<file path="src/rtl/bjp_pred_if.sv">
// Request/commit bus of the branch/jump resolver. The slave modport faces the resolver.
interface bjp_pred_if #(
    parameter int unsigned XLEN = 32
);
    logic            i_valid;
    logic            i_ready;
    logic [XLEN-1:0] i_pc;
    logic [XLEN-1:0] i_rs1;
    logic [XLEN-1:0] i_rs2;
    logic [XLEN-1:0] i_imm;
    logic            i_bxx;
    logic            i_jal;
    logic            i_jalr;
    logic [2:0]      i_cmp;
    logic            i_rv32;
    logic            i_pred_taken;
    logic            i_kill;
    logic            cmt_valid;
    logic            cmt_ready;
    logic [XLEN-1:0] cmt_wdat;
    logic            cmt_taken;
    logic            cmt_flush;
    logic [XLEN-1:0] cmt_flush_pc;

    modport master (
        output i_valid, i_pc, i_rs1, i_rs2, i_imm, i_bxx, i_jal, i_jalr, i_cmp, i_rv32,
               i_pred_taken, i_kill, cmt_ready,
        input  i_ready, cmt_valid, cmt_wdat, cmt_taken, cmt_flush, cmt_flush_pc
    );

    modport slave (
        input  i_valid, i_pc, i_rs1, i_rs2, i_imm, i_bxx, i_jal, i_jalr, i_cmp, i_rv32,
               i_pred_taken, i_kill, cmt_ready,
        output i_ready, cmt_valid, cmt_wdat, cmt_taken, cmt_flush, cmt_flush_pc
    );
endinterface

</file>
<file path="src/rtl/bjp_pred.sv">
// Branch/jump resolver with a registered commit stage and optional 2-bit bimodal BHT.
// Define BJP_PRED_BHT_EN to build the BHT; otherwise lkp_taken is 0 and predictions are ignored.
module bjp_pred #(
    parameter int unsigned XLEN      = 32,
    parameter int unsigned BHT_DEPTH = 64
) (
    input  logic            clk,
    input  logic            rst_n,
    bjp_pred_if.slave       bus,
    input  logic [XLEN-1:0] lkp_pc,
    output logic            lkp_taken
);
    localparam int unsigned IDXW = $clog2(BHT_DEPTH);

    logic            accept;
    logic            cmp_res;
    logic            taken;
    logic            pred_eff;
    logic            flush;
    logic [XLEN-1:0] target;
    logic [XLEN-1:0] link;
    logic [XLEN-1:0] flush_pc;

    logic            cmt_valid_q;
    logic            cmt_taken_q;
    logic            cmt_flush_q;
    logic [XLEN-1:0] cmt_wdat_q;
    logic [XLEN-1:0] cmt_flush_pc_q;

    logic            unused_lkp;

    assign bus.i_ready = ~cmt_valid_q | bus.cmt_ready;
    assign accept      = bus.i_valid & bus.i_ready;
    assign unused_lkp  = ^lkp_pc;

    always_comb begin
        unique case (bus.i_cmp)
            3'b000:  cmp_res = (bus.i_rs1 == bus.i_rs2);
            3'b001:  cmp_res = (bus.i_rs1 != bus.i_rs2);
            3'b100:  cmp_res = ($signed(bus.i_rs1) < $signed(bus.i_rs2));
            3'b101:  cmp_res = ($signed(bus.i_rs1) >= $signed(bus.i_rs2));
            3'b110:  cmp_res = (bus.i_rs1 < bus.i_rs2);
            3'b111:  cmp_res = (bus.i_rs1 >= bus.i_rs2);
            default: cmp_res = 1'b0;
        endcase
    end

    always_comb begin
        taken  = bus.i_jal | bus.i_jalr | (bus.i_bxx & cmp_res);
        link   = bus.i_pc + (bus.i_rv32 ? XLEN'(4) : XLEN'(2));
        target = bus.i_pc + bus.i_imm;
        if (bus.i_jalr) begin
            target = (bus.i_rs1 + bus.i_imm) & ~XLEN'(1);
        end
        flush    = 1'b0;
        flush_pc = link;
        if (bus.i_jal | bus.i_jalr) begin
            flush    = 1'b1;
            flush_pc = target;
        end else if (bus.i_bxx) begin
            flush    = (taken != pred_eff);
            flush_pc = taken ? target : link;
        end
    end

    // Kill wins over a same-cycle accept; held data is simply left stale.
    always_ff @(posedge clk) begin
        if (!rst_n) begin
            cmt_valid_q    <= 1'b0;
            cmt_taken_q    <= 1'b0;
            cmt_flush_q    <= 1'b0;
            cmt_wdat_q     <= '0;
            cmt_flush_pc_q <= '0;
        end else if (bus.i_kill) begin
            cmt_valid_q <= 1'b0;
        end else if (accept) begin
            cmt_valid_q    <= 1'b1;
            cmt_taken_q    <= taken;
            cmt_flush_q    <= flush;
            cmt_wdat_q     <= link;
            cmt_flush_pc_q <= flush_pc;
        end else if (bus.cmt_ready) begin
            cmt_valid_q <= 1'b0;
        end
    end

    assign bus.cmt_valid    = cmt_valid_q;
    assign bus.cmt_taken    = cmt_taken_q;
    assign bus.cmt_flush    = cmt_flush_q;
    assign bus.cmt_wdat     = cmt_wdat_q;
    assign bus.cmt_flush_pc = cmt_flush_pc_q;

`ifdef BJP_PRED_BHT_EN
    logic [1:0]      bht_q [BHT_DEPTH];
    logic [IDXW-1:0] lkp_idx;
    logic [IDXW-1:0] upd_idx;
    logic [1:0]      cnt;
    logic [1:0]      cnt_nxt;
    logic            bht_upd;

    assign pred_eff  = bus.i_pred_taken;
    assign lkp_idx   = lkp_pc[IDXW:1];
    assign upd_idx   = bus.i_pc[IDXW:1];
    // Killed branches still train: the outcome is architecturally resolved.
    assign bht_upd   = accept & bus.i_bxx;
    assign lkp_taken = bht_q[lkp_idx][1];

    always_comb begin
        cnt     = bht_q[upd_idx];
        cnt_nxt = cnt;
        if (taken && cnt != 2'b11) begin
            cnt_nxt = cnt + 2'd1;
        end else if (!taken && cnt != 2'b00) begin
            cnt_nxt = cnt - 2'd1;
        end
    end

    always_ff @(posedge clk) begin
        if (!rst_n) begin
            for (int i = 0; i < int'(BHT_DEPTH); i++) begin
                bht_q[i] <= 2'b01;
            end
        end else if (bht_upd) begin
            bht_q[upd_idx] <= cnt_nxt;
        end
    end
`else
    logic [IDXW-1:0] unused_idx;
    logic            unused_pred;

    assign pred_eff    = 1'b0;
    assign lkp_taken   = 1'b0;
    assign unused_idx  = lkp_pc[IDXW:1];
    assign unused_pred = bus.i_pred_taken;
`endif
endmodule

</file>
<file path="src/flat_wrapper.sv">
// flat-port wrapper written by rule: the top's interface ports become plain ports
module bjp_pred_flat 
#(
    parameter int unsigned XLEN      = 32,
    parameter int unsigned BHT_DEPTH = 64
)
  (clk, rst_n, lkp_pc, lkp_taken, bus_i_valid, bus_i_pc, bus_i_rs1, bus_i_rs2, bus_i_imm, bus_i_bxx, bus_i_jal, bus_i_jalr, bus_i_cmp, bus_i_rv32, bus_i_pred_taken, bus_i_kill, bus_cmt_ready, bus_i_ready, bus_cmt_valid, bus_cmt_wdat, bus_cmt_taken, bus_cmt_flush, bus_cmt_flush_pc);
  bjp_pred_if #(.XLEN(XLEN)) bus_i ();
  input  logic clk;
  input  logic rst_n;
  input  logic [XLEN-1:0] lkp_pc;
  output logic lkp_taken;
  input wire logic [$bits(bus_i.i_valid)-1:0] bus_i_valid;
  input wire logic [$bits(bus_i.i_pc)-1:0] bus_i_pc;
  input wire logic [$bits(bus_i.i_rs1)-1:0] bus_i_rs1;
  input wire logic [$bits(bus_i.i_rs2)-1:0] bus_i_rs2;
  input wire logic [$bits(bus_i.i_imm)-1:0] bus_i_imm;
  input wire logic [$bits(bus_i.i_bxx)-1:0] bus_i_bxx;
  input wire logic [$bits(bus_i.i_jal)-1:0] bus_i_jal;
  input wire logic [$bits(bus_i.i_jalr)-1:0] bus_i_jalr;
  input wire logic [$bits(bus_i.i_cmp)-1:0] bus_i_cmp;
  input wire logic [$bits(bus_i.i_rv32)-1:0] bus_i_rv32;
  input wire logic [$bits(bus_i.i_pred_taken)-1:0] bus_i_pred_taken;
  input wire logic [$bits(bus_i.i_kill)-1:0] bus_i_kill;
  input wire logic [$bits(bus_i.cmt_ready)-1:0] bus_cmt_ready;
  output wire logic [$bits(bus_i.i_ready)-1:0] bus_i_ready;
  output wire logic [$bits(bus_i.cmt_valid)-1:0] bus_cmt_valid;
  output wire logic [$bits(bus_i.cmt_wdat)-1:0] bus_cmt_wdat;
  output wire logic [$bits(bus_i.cmt_taken)-1:0] bus_cmt_taken;
  output wire logic [$bits(bus_i.cmt_flush)-1:0] bus_cmt_flush;
  output wire logic [$bits(bus_i.cmt_flush_pc)-1:0] bus_cmt_flush_pc;
  assign bus_i.i_valid = bus_i_valid;
  assign bus_i.i_pc = bus_i_pc;
  assign bus_i.i_rs1 = bus_i_rs1;
  assign bus_i.i_rs2 = bus_i_rs2;
  assign bus_i.i_imm = bus_i_imm;
  assign bus_i.i_bxx = bus_i_bxx;
  assign bus_i.i_jal = bus_i_jal;
  assign bus_i.i_jalr = bus_i_jalr;
  assign bus_i.i_cmp = bus_i_cmp;
  assign bus_i.i_rv32 = bus_i_rv32;
  assign bus_i.i_pred_taken = bus_i_pred_taken;
  assign bus_i.i_kill = bus_i_kill;
  assign bus_i.cmt_ready = bus_cmt_ready;
  assign bus_i_ready = bus_i.i_ready;
  assign bus_cmt_valid = bus_i.cmt_valid;
  assign bus_cmt_wdat = bus_i.cmt_wdat;
  assign bus_cmt_taken = bus_i.cmt_taken;
  assign bus_cmt_flush = bus_i.cmt_flush;
  assign bus_cmt_flush_pc = bus_i.cmt_flush_pc;
  bjp_pred #(.XLEN(XLEN), .BHT_DEPTH(BHT_DEPTH)) u_core (.clk(clk), .rst_n(rst_n), .bus(bus_i), .lkp_pc(lkp_pc), .lkp_taken(lkp_taken));
endmodule
</file>
<file path="config.mk">
export PLATFORM = sky130hd
export DESIGN_NAME = bjp_pred_flat
export DESIGN_NICKNAME = d
export VERILOG_FILES = /design/src/rtl/bjp_pred_if.sv /design/src/rtl/bjp_pred.sv /design/src/flat_wrapper.sv
export SDC_FILE = /design/constraint.sdc
export NUM_CORES = 1
export LEC_CHECK = 0
export CAP_MARGIN = 20
export CORE_ASPECT_RATIO = 0.9
export CORE_MARGIN = 5
export CORE_UTILIZATION = 51
export DETAILED_ROUTE_END_ITERATION = 6
export PLACE_DENSITY = 0.94
export SLEW_MARGIN = 20
export SYNTH_ARGS = -nofsm -noshare
export SYNTH_HDL_FRONTEND = slang
export SYNTH_SLANG_ARGS = --single-unit
export TNS_END_PERCENT = 10
</file>
<file path="constraint.sdc">
create_clock -name clk -period 9.3 [get_ports clk]
set_input_delay 1.86 -clock clk [delete_from_list [all_inputs] [get_ports clk]]
set_output_delay 1.86 -clock clk [all_outputs]
set_load 0.01 [all_outputs]
</file>
==> metrics.txt <==
fill count=1150; DR WL/cell=17.9 µm; Crit path largest cell delay=0.94 ns; H-tree level count=3; die area=16600 µm²; number of slew-limit violations in the final report=0; leakage=0.00411 µW; Synth Net Count=1220; Num CTS Buffers=9; sequential cell area fraction in the yosys report=18.6%; r2r setup slk=6.79 ns; CORE AREA=14000 µm²; hold_sp=u_core.bus.cmt_taken; Worst Slack Setup Final=3.26 ns; Worst setup EP type=flop; antenna viol nets, final=0; GPL Wtd Cong=0.961; largest net degree at the start of global routing=80; Crit path max-delay family=compound AO/OA/AOI/OAI gates; postcts setup bufs=0; PortBufs=207; hold buffer count at CTS=0; Util after Layout=70.0%; cells after synthesis=949; Worst EP arrival=6.26 ns; Buf/Inv on CP=2; crit path max fanout=21; Worst-path clk slew=0.06 ns; crit share post-route=65.0%; post-route clock skew=0.00297 ns; failing checks=design-rule violations; Yosys top cell area share=18.6%; routed wire length=23900 µm; Max transition margin=22.8%; R2R cell count=6; DP Wirelength=19400 µm; Cell variety after synth=62; CP max-delay cell=nand2b_1; largest area contributor in the netlist=dfxtp_1; crit start category=input port; pre-CTS setup slack=2.97 ns; top post-synthesis cells by area=dfxtp_1 (19%), ha_1 (17%), xnor2_1 (5.8%); worst reg2reg startpoint=u_core.bus.cmt_valid; Post-synth top flop=dfxtp_1; Total GRT Usage=27.6%; root buffer cell=clkbuf_16; kind of critical path=in -> reg; peak supply drop=91.1 µV; Die H=123 µm; Post-CTS Resized=0; number of synthesized flops with an enable pin=0; number of global-route vias before repair=7312; grt met1 use=38.3%; most common library cells after synthesis=nand2_1 (98), ha_1 (95), nor2_1 (92), a21oi_1 (68), dfxtp_1 (67); clock tree buffer depth=2; row cnt=41; Cell Pwr Density=126 nW/µm²; Syn Area/Cell=7.59 µm²; Final Setup Violations=0; RSZ-0062 raised after global routing=no; drt via density=5.91; area delta synth->final=35.7%; f_max=0.166 GHz; clock sink count=67; GRT busiest layer=met2; Syn. warnings=0; reg-to-reg endpoint=u_core.bus.cmt_flush_pc[28]; Hold Crit Class=reg -> reg; worst hold stages=1; FF+latch count, synth=67; Pre-antenna DRT Iters=7; first-pass GRT wire length=36800 µm; max-cap viol count=0; nets=1409; DRC violations left=1; M3 GR Usage=5.04%; Initial DRC Count=623; grt total ovfl=0; async set or reset register ratio after synthesis=0%; initial antenna violation count=0; Fin Setup TNS=0 ns; actual slew at the worst max-slew pin=1.16 ns; Post-Syn Area=7200 µm²; Clk Latency, worst-skew pair=0.33 ns; CTS tree=done; Initial Util=51.6%; total power=1230 µW; Final min period=6.04 ns; Die Width=135 µm; status=complete, but fails checks; Crit path required time=9.52 ns; WHS Endpoint=u_core.bus.cmt_taken; final hold violations=0; Critical Path, Cell by Cell=clkdlybuf4s50_1 > inv_1 > ha_1 > a21oi_1 > o21ai_0 > a221oi_1 > o211ai_1 > a221oi_1 > nor2_1 > o21ai_0 > a41o_2 > nand2b_1 > o211ai_1 > a32o_1; Via Count=7903; most numerous cell in the Yosys netlist=nand2_1; met2 GRT Util=43.8%; num ports=242; fraction of layout cells with a size suffix above 1=2.27%
-- worst max path at each step --
| stage | start | end | slack [ns] | cells after the start |
|---|---|---|---|---|
| floorplan | bus_i_imm[15] | u_core.bus.cmt_flush_pc[25] | 4.77 | 12 |
| global placement | bus_i_rs2[7] | u_core.bus.cmt_flush_pc[18] | 3.08 | 14 |
| detailed placement | bus_i_rs2[7] | u_core.bus.cmt_flush_pc[18] | 2.97 | 14 |
| CTS | bus_i_rs2[7] | u_core.bus.cmt_flush_pc[18] | 3.32 | 14 |
| global route | bus_i_rs2[7] | u_core.bus.cmt_flush_pc[18] | 3.05 | 14 |
| finish | bus_i_rs2[7] | u_core.bus.cmt_flush_pc[18] | 3.26 | 14 |
-- final cells by class --
type	instances	area [µm²]	area share [%]
clock inverters	7	140	1.43
well taps	193	241	2.47
repair buffers	210	2090	21.4
multi-input cells	788	5500	56.3
clock buffers	9	225	2.30
inverters	62	233	2.38
diodes	1	2.50	0.0256
flip-flops and latches	67	1340	13.7
-- logic make-up after synthesis --
logic type | after synthesis | share of synthesized area, %
other | 1 | 0.0521
adder cells (fa/ha/maj) | 98 | 17.3
XOR/XNOR | 84 | 10.2
flip-flops | 67 | 18.6
AND/OR/NAND/NOR | 289 | 18.1
AO/OA/AOI/OAI | 298 | 28.1
buffers and inverters | 94 | 5.09
multiplexers | 18 | 2.50
-- worst register-to-register path: stages (launching register included) --
cell and delay (ns):
dfxtp_1 0.30, nor2b_1 0.16, nor3b_2 0.16, buf_4 0.63, and2_1 0.68, nand2_1 0.25
o21ai_0 0.25
-- report_power, final --
group	leakage, µW	switching [µW]	total, µW	internal (µW)
Sequential	0.000550	12.9	321	308
Combinational	0.00339	260	495	236
Clock	0.000172	126	414	288
Total	0.00411	399	1230	832
-- sequential cells by signal, indices dropped and copies added, names as in the netlist --
register and cells:
u_core.bus.cmt_taken 1, u_core.bus.cmt_flush_pc 32, u_core.bus.cmt_flush 1, u_core.bus.cmt_wdat 32
u_core.bus.cmt_valid 1
-- cell usage in the layout, fill, tap and decap left out, types with 5 or more instances in the layout --
cell / count
clkdlybuf4s50_1: 206
nand2_1: 98
ha_1: 95
nor2_1: 92
a21oi_1: 68
dfxtp_1: 67
inv_1: 61
o21ai_0: 49
xnor2_1: 48
xor2_1: 36
a211oi_1: 35
a21o_1: 32
nand3_1: 22
o211ai_1: 22
mux2i_1: 18
nand4_1: 17
nor3_1: 14
nor2b_1: 11
a31oi_1: 11
a32o_1: 11
and3_1: 10
o21a_1: 10
clkbuf_16: 9
o21bai_1: 7
a22o_1: 7
or3_1: 5
o22ai_1: 5
-- metrics by stage --
stage / instances / hold slack, ns / cell area (µm²)
after global placement: 1320 / 0.435 / 9410
after CTS: 1336 / 0.472 / 9770
after floorplan: 949 / 0.480 / 7200
final: 1337 / 0.470 / 9770
after detailed placement: 1320 / 0.453 / 9410
after global routing: 1336 / 0.497 / 9770
-- routing by layer --
metal	wire length, µm	vias up
met1	10600	3617
met4	609	0
met3	2300	51
met5	0	-
met2	10400	375
li1	-	3860
Power figures use the tool's default switching activity.
==> RTL edit (same flow settings) <==
The option `BJP_PRED_BHT_EN` is turned on by a define.
--- a/src/rtl/bjp_pred.sv
+++ b/src/rtl/bjp_pred.sv
@@ -1,5 +1,7 @@
 // Branch/jump resolver with a registered commit stage and optional 2-bit bimodal BHT.
 // Define BJP_PRED_BHT_EN to build the BHT; otherwise lkp_taken is 0 and predictions are ignored.
+`define BJP_PRED_BHT_EN
+
 module bjp_pred #(
     parameter int unsigned XLEN      = 32,
     parameter int unsigned BHT_DEPTH = 64
Formal check against the unedited RTL: not equivalent (a bounded check fails within 4 cycles, from zero or initial values and one cycle with rst_n low).
==> RTL edit against the original RTL <==
The flow still finishes with violations (DRC); critical path type is now primary input to primary output; routed wire length is 93% higher; sequential power rose to 3.0 times the old value; sequential cell count up 128; final area up 73%; total power up 96%; worst setup slack worse by 0.70 ns; final cell count rose by 58%; area after synthesis is 95% higher; first-iteration DRC count grew to 3.2 times the old value; critical endpoint is now lkp_taken.
==> RTL edit: results (changes against the original RTL) <==
- # DRC: 1 (unchanged)
- Leak: 6.32 nW (was 4.11 nW)
- Delay-heaviest family, CP: buffers and inverters (was compound AO/OA/AOI/OAI gates)
- WL final: 46,200 um (was 23,900 um)
- R2R depth: 12 (was 6)
- GP Congestion: 0.954 (was 0.961)
- First-pass GRT wire length: 71,000 um (was 36,800 um)
- Most common flop cell mapped by yosys: edfxtp_1 (was dfxtp_1)
- Pin count of the biggest net entering global routing: 81 (was 80)
- Crit path to: lkp_taken (was u_core.bus.cmt_flush_pc[18])
- Flop2flop setup slack: 5.49 ns (was 6.79 ns)
- Outcome: finished, violations left (unchanged)
- Initial drt markers: 2,017 (was 623)
- Failing checks: DRC (unchanged)
- Vias in the first global route: 13,452 (was 7,312)
- Number of library cell types mapped by synthesis: 76 (was 62)
- Arr. time, crit path: 4.88 ns (was 6.26 ns)
- GRT Total Usage: 0.286 (was 0.276)
- Commonest cells in the netlist: nand2_1 (219), nor2_1 (177), edfxtp_1 (128), nand3_1 (105), ha_1 (97) (was nand2_1 (98), ha_1 (95), nor2_1 (92), a21oi_1 (68), dfxtp_1 (67))
- CTS Buf Count: 17 (was 9)
- Detailed placement HPWL: 33,200 um (was 19,400 um)
- Syn Nets: 1,869 (was 1,220)
- Clock-pin transition on the worst setup and hold timing paths: 0.08 ns (was 0.06 ns)
- Vias per Instance: 6.58 (was 5.91)
- Worst r2r src: u_core.bht_q[2][0] (was u_core.bus.cmt_valid)
- Layout cell share with drive strength beyond 1: 0.0579 (was 0.0227)
- Crit path launch: lkp_pc[2] (was bus_i_rs2[7])
- Diode count: 0 (was 1)
- Post-synthesis sequential area ratio: 0.369 (was 0.186)
- Slew headroom: 0.209 (was 0.228)
- H-tree depth: 4 (was 3)
- EDFF count, synth: 128 (was 0)
- Area contributors post-synth: edfxtp_1 (27%), dfxtp_1 (9.6%), ha_1 (8.6%), nand2_1 (5.9%), nor2_1 (4.7%) (was dfxtp_1 (19%), ha_1 (17%), xnor2_1 (5.8%), nand2_1 (5.1%), nor2_1 (4.8%))
- Slowest stage cell, crit path: clkdlybuf4s50_1 (was nand2b_1)
- Peak VDD IR: 0.000131 V (was 0.0000911 V)
- Clock Skews: 0.0109 ns (was 0.00297 ns)
- Port buffer count: 215 (was 207)
- Clk root buf: clkbuf_16 (unchanged)
- Fillers: 2,107 (was 1,150)
- Crit Reg-Reg Endpoint: u_core.bht_q[39][1] (was u_core.bus.cmt_flush_pc[28])
- CP max stage delay: 1.06 ns (was 0.94 ns)
- Worst-skew pair later-pin latency: 0.45 ns (was 0.33 ns)
==> RTL edit: changes by cell type after synthesis, sizes merged, moves of 53 or more <==
cell / change
nor2: +84
nand2: +121
clkbuf: +53
nand3: +83
a22oi: +63
edfxtp: +128
==> RTL edit: cell type report <==
cell class	count	area, um2	share of cell area
Multi-Input combinational cell	1246	8280	0.489
Clock buffer	19	433	0.0255
Sequential cell	195	5180	0.306
Timing Repair Buffer	234	2290	0.135
Inverter	55	206	0.0122
Tap cell	354	443	0.0261
Clock inverter	13	113	0.00665
==> RTL edit: kinds of logic after synthesis <==
family | Yosys count | share of synthesized area
buffers and inverters | 155 | 0.0486
DFF | 195 | 0.369
muxes | 31 | 0.0421
xor gates and xnor gates | 87 | 0.0556
and+or+nand+nor | 631 | 0.203
adders and majority gates | 100 | 0.0907
AOI/OAI and AO/OA | 397 | 0.191
==> RTL edit: per-stage QoR <==
| stage | utilization | setup slack [ns] | instances | instance area (um2) |
|---|---|---|---|---|
| 2_1_floorplan | - | 3.14 | 1596 | 14000 |
| 3_3_place_gp | 0.605 | 2.60 | 2084 | 16400 |
| 3_5_place_dp | 0.605 | 2.38 | 2084 | 16400 |
| 4_1_cts | 0.625 | 2.58 | 2116 | 16900 |
| 5_1_grt | 0.625 | 2.43 | 2116 | 16900 |
| 6_report | 0.625 | 2.56 | 2116 | 16900 |
==> RTL edit: how the worst min path moves through the flow <==
stage                             end                   start  slack, ns  depth (start not counted)
6_report       u_core.bus.cmt_wdat[0]  u_core.bus.cmt_wdat[0]       0.46                          2
5_1_grt        u_core.bus.cmt_wdat[0]  u_core.bus.cmt_wdat[0]       0.49                          2
4_1_cts        u_core.bus.cmt_wdat[0]  u_core.bus.cmt_wdat[0]       0.46                          2
3_5_place_dp   u_core.bus.cmt_wdat[0]  u_core.bus.cmt_wdat[0]       0.45                          2
3_3_place_gp     u_core.bus.cmt_taken    u_core.bus.cmt_taken       0.45                          2
2_1_floorplan    u_core.bus.cmt_taken    u_core.bus.cmt_taken       0.48                          2
==> RTL edit: routing by layer <==
layer  GRT usage  share of wire  up-vias
li1            -              -     6178
met1       0.366           0.36     6450
met2       0.460           0.46     1102
met3      0.0761           0.13      201
met4       0.116          0.047        2
met5           0        0.00028        -
==> RTL edit: power breakdown <==
part | leakage (nW) | switching (mW) | internal, mW | total [mW]
logic | 4.38 | 0.426 | 0.290 | 0.716
registers | 1.67 | 0.0212 | 0.952 | 0.973
clock network | 0.269 | 0.365 | 0.353 | 0.718
total | 6.32 | 0.812 | 1.60 | 2.41
==> RTL edit: tightest hold or removal path, delay by kind of cell, from the launching register on <==
family,cells,cell delay (ns)
flip-flops,1,0.31
AND/OR/NAND/NOR,1,0.05
AO/OA/AOI/OAI,1,0.05
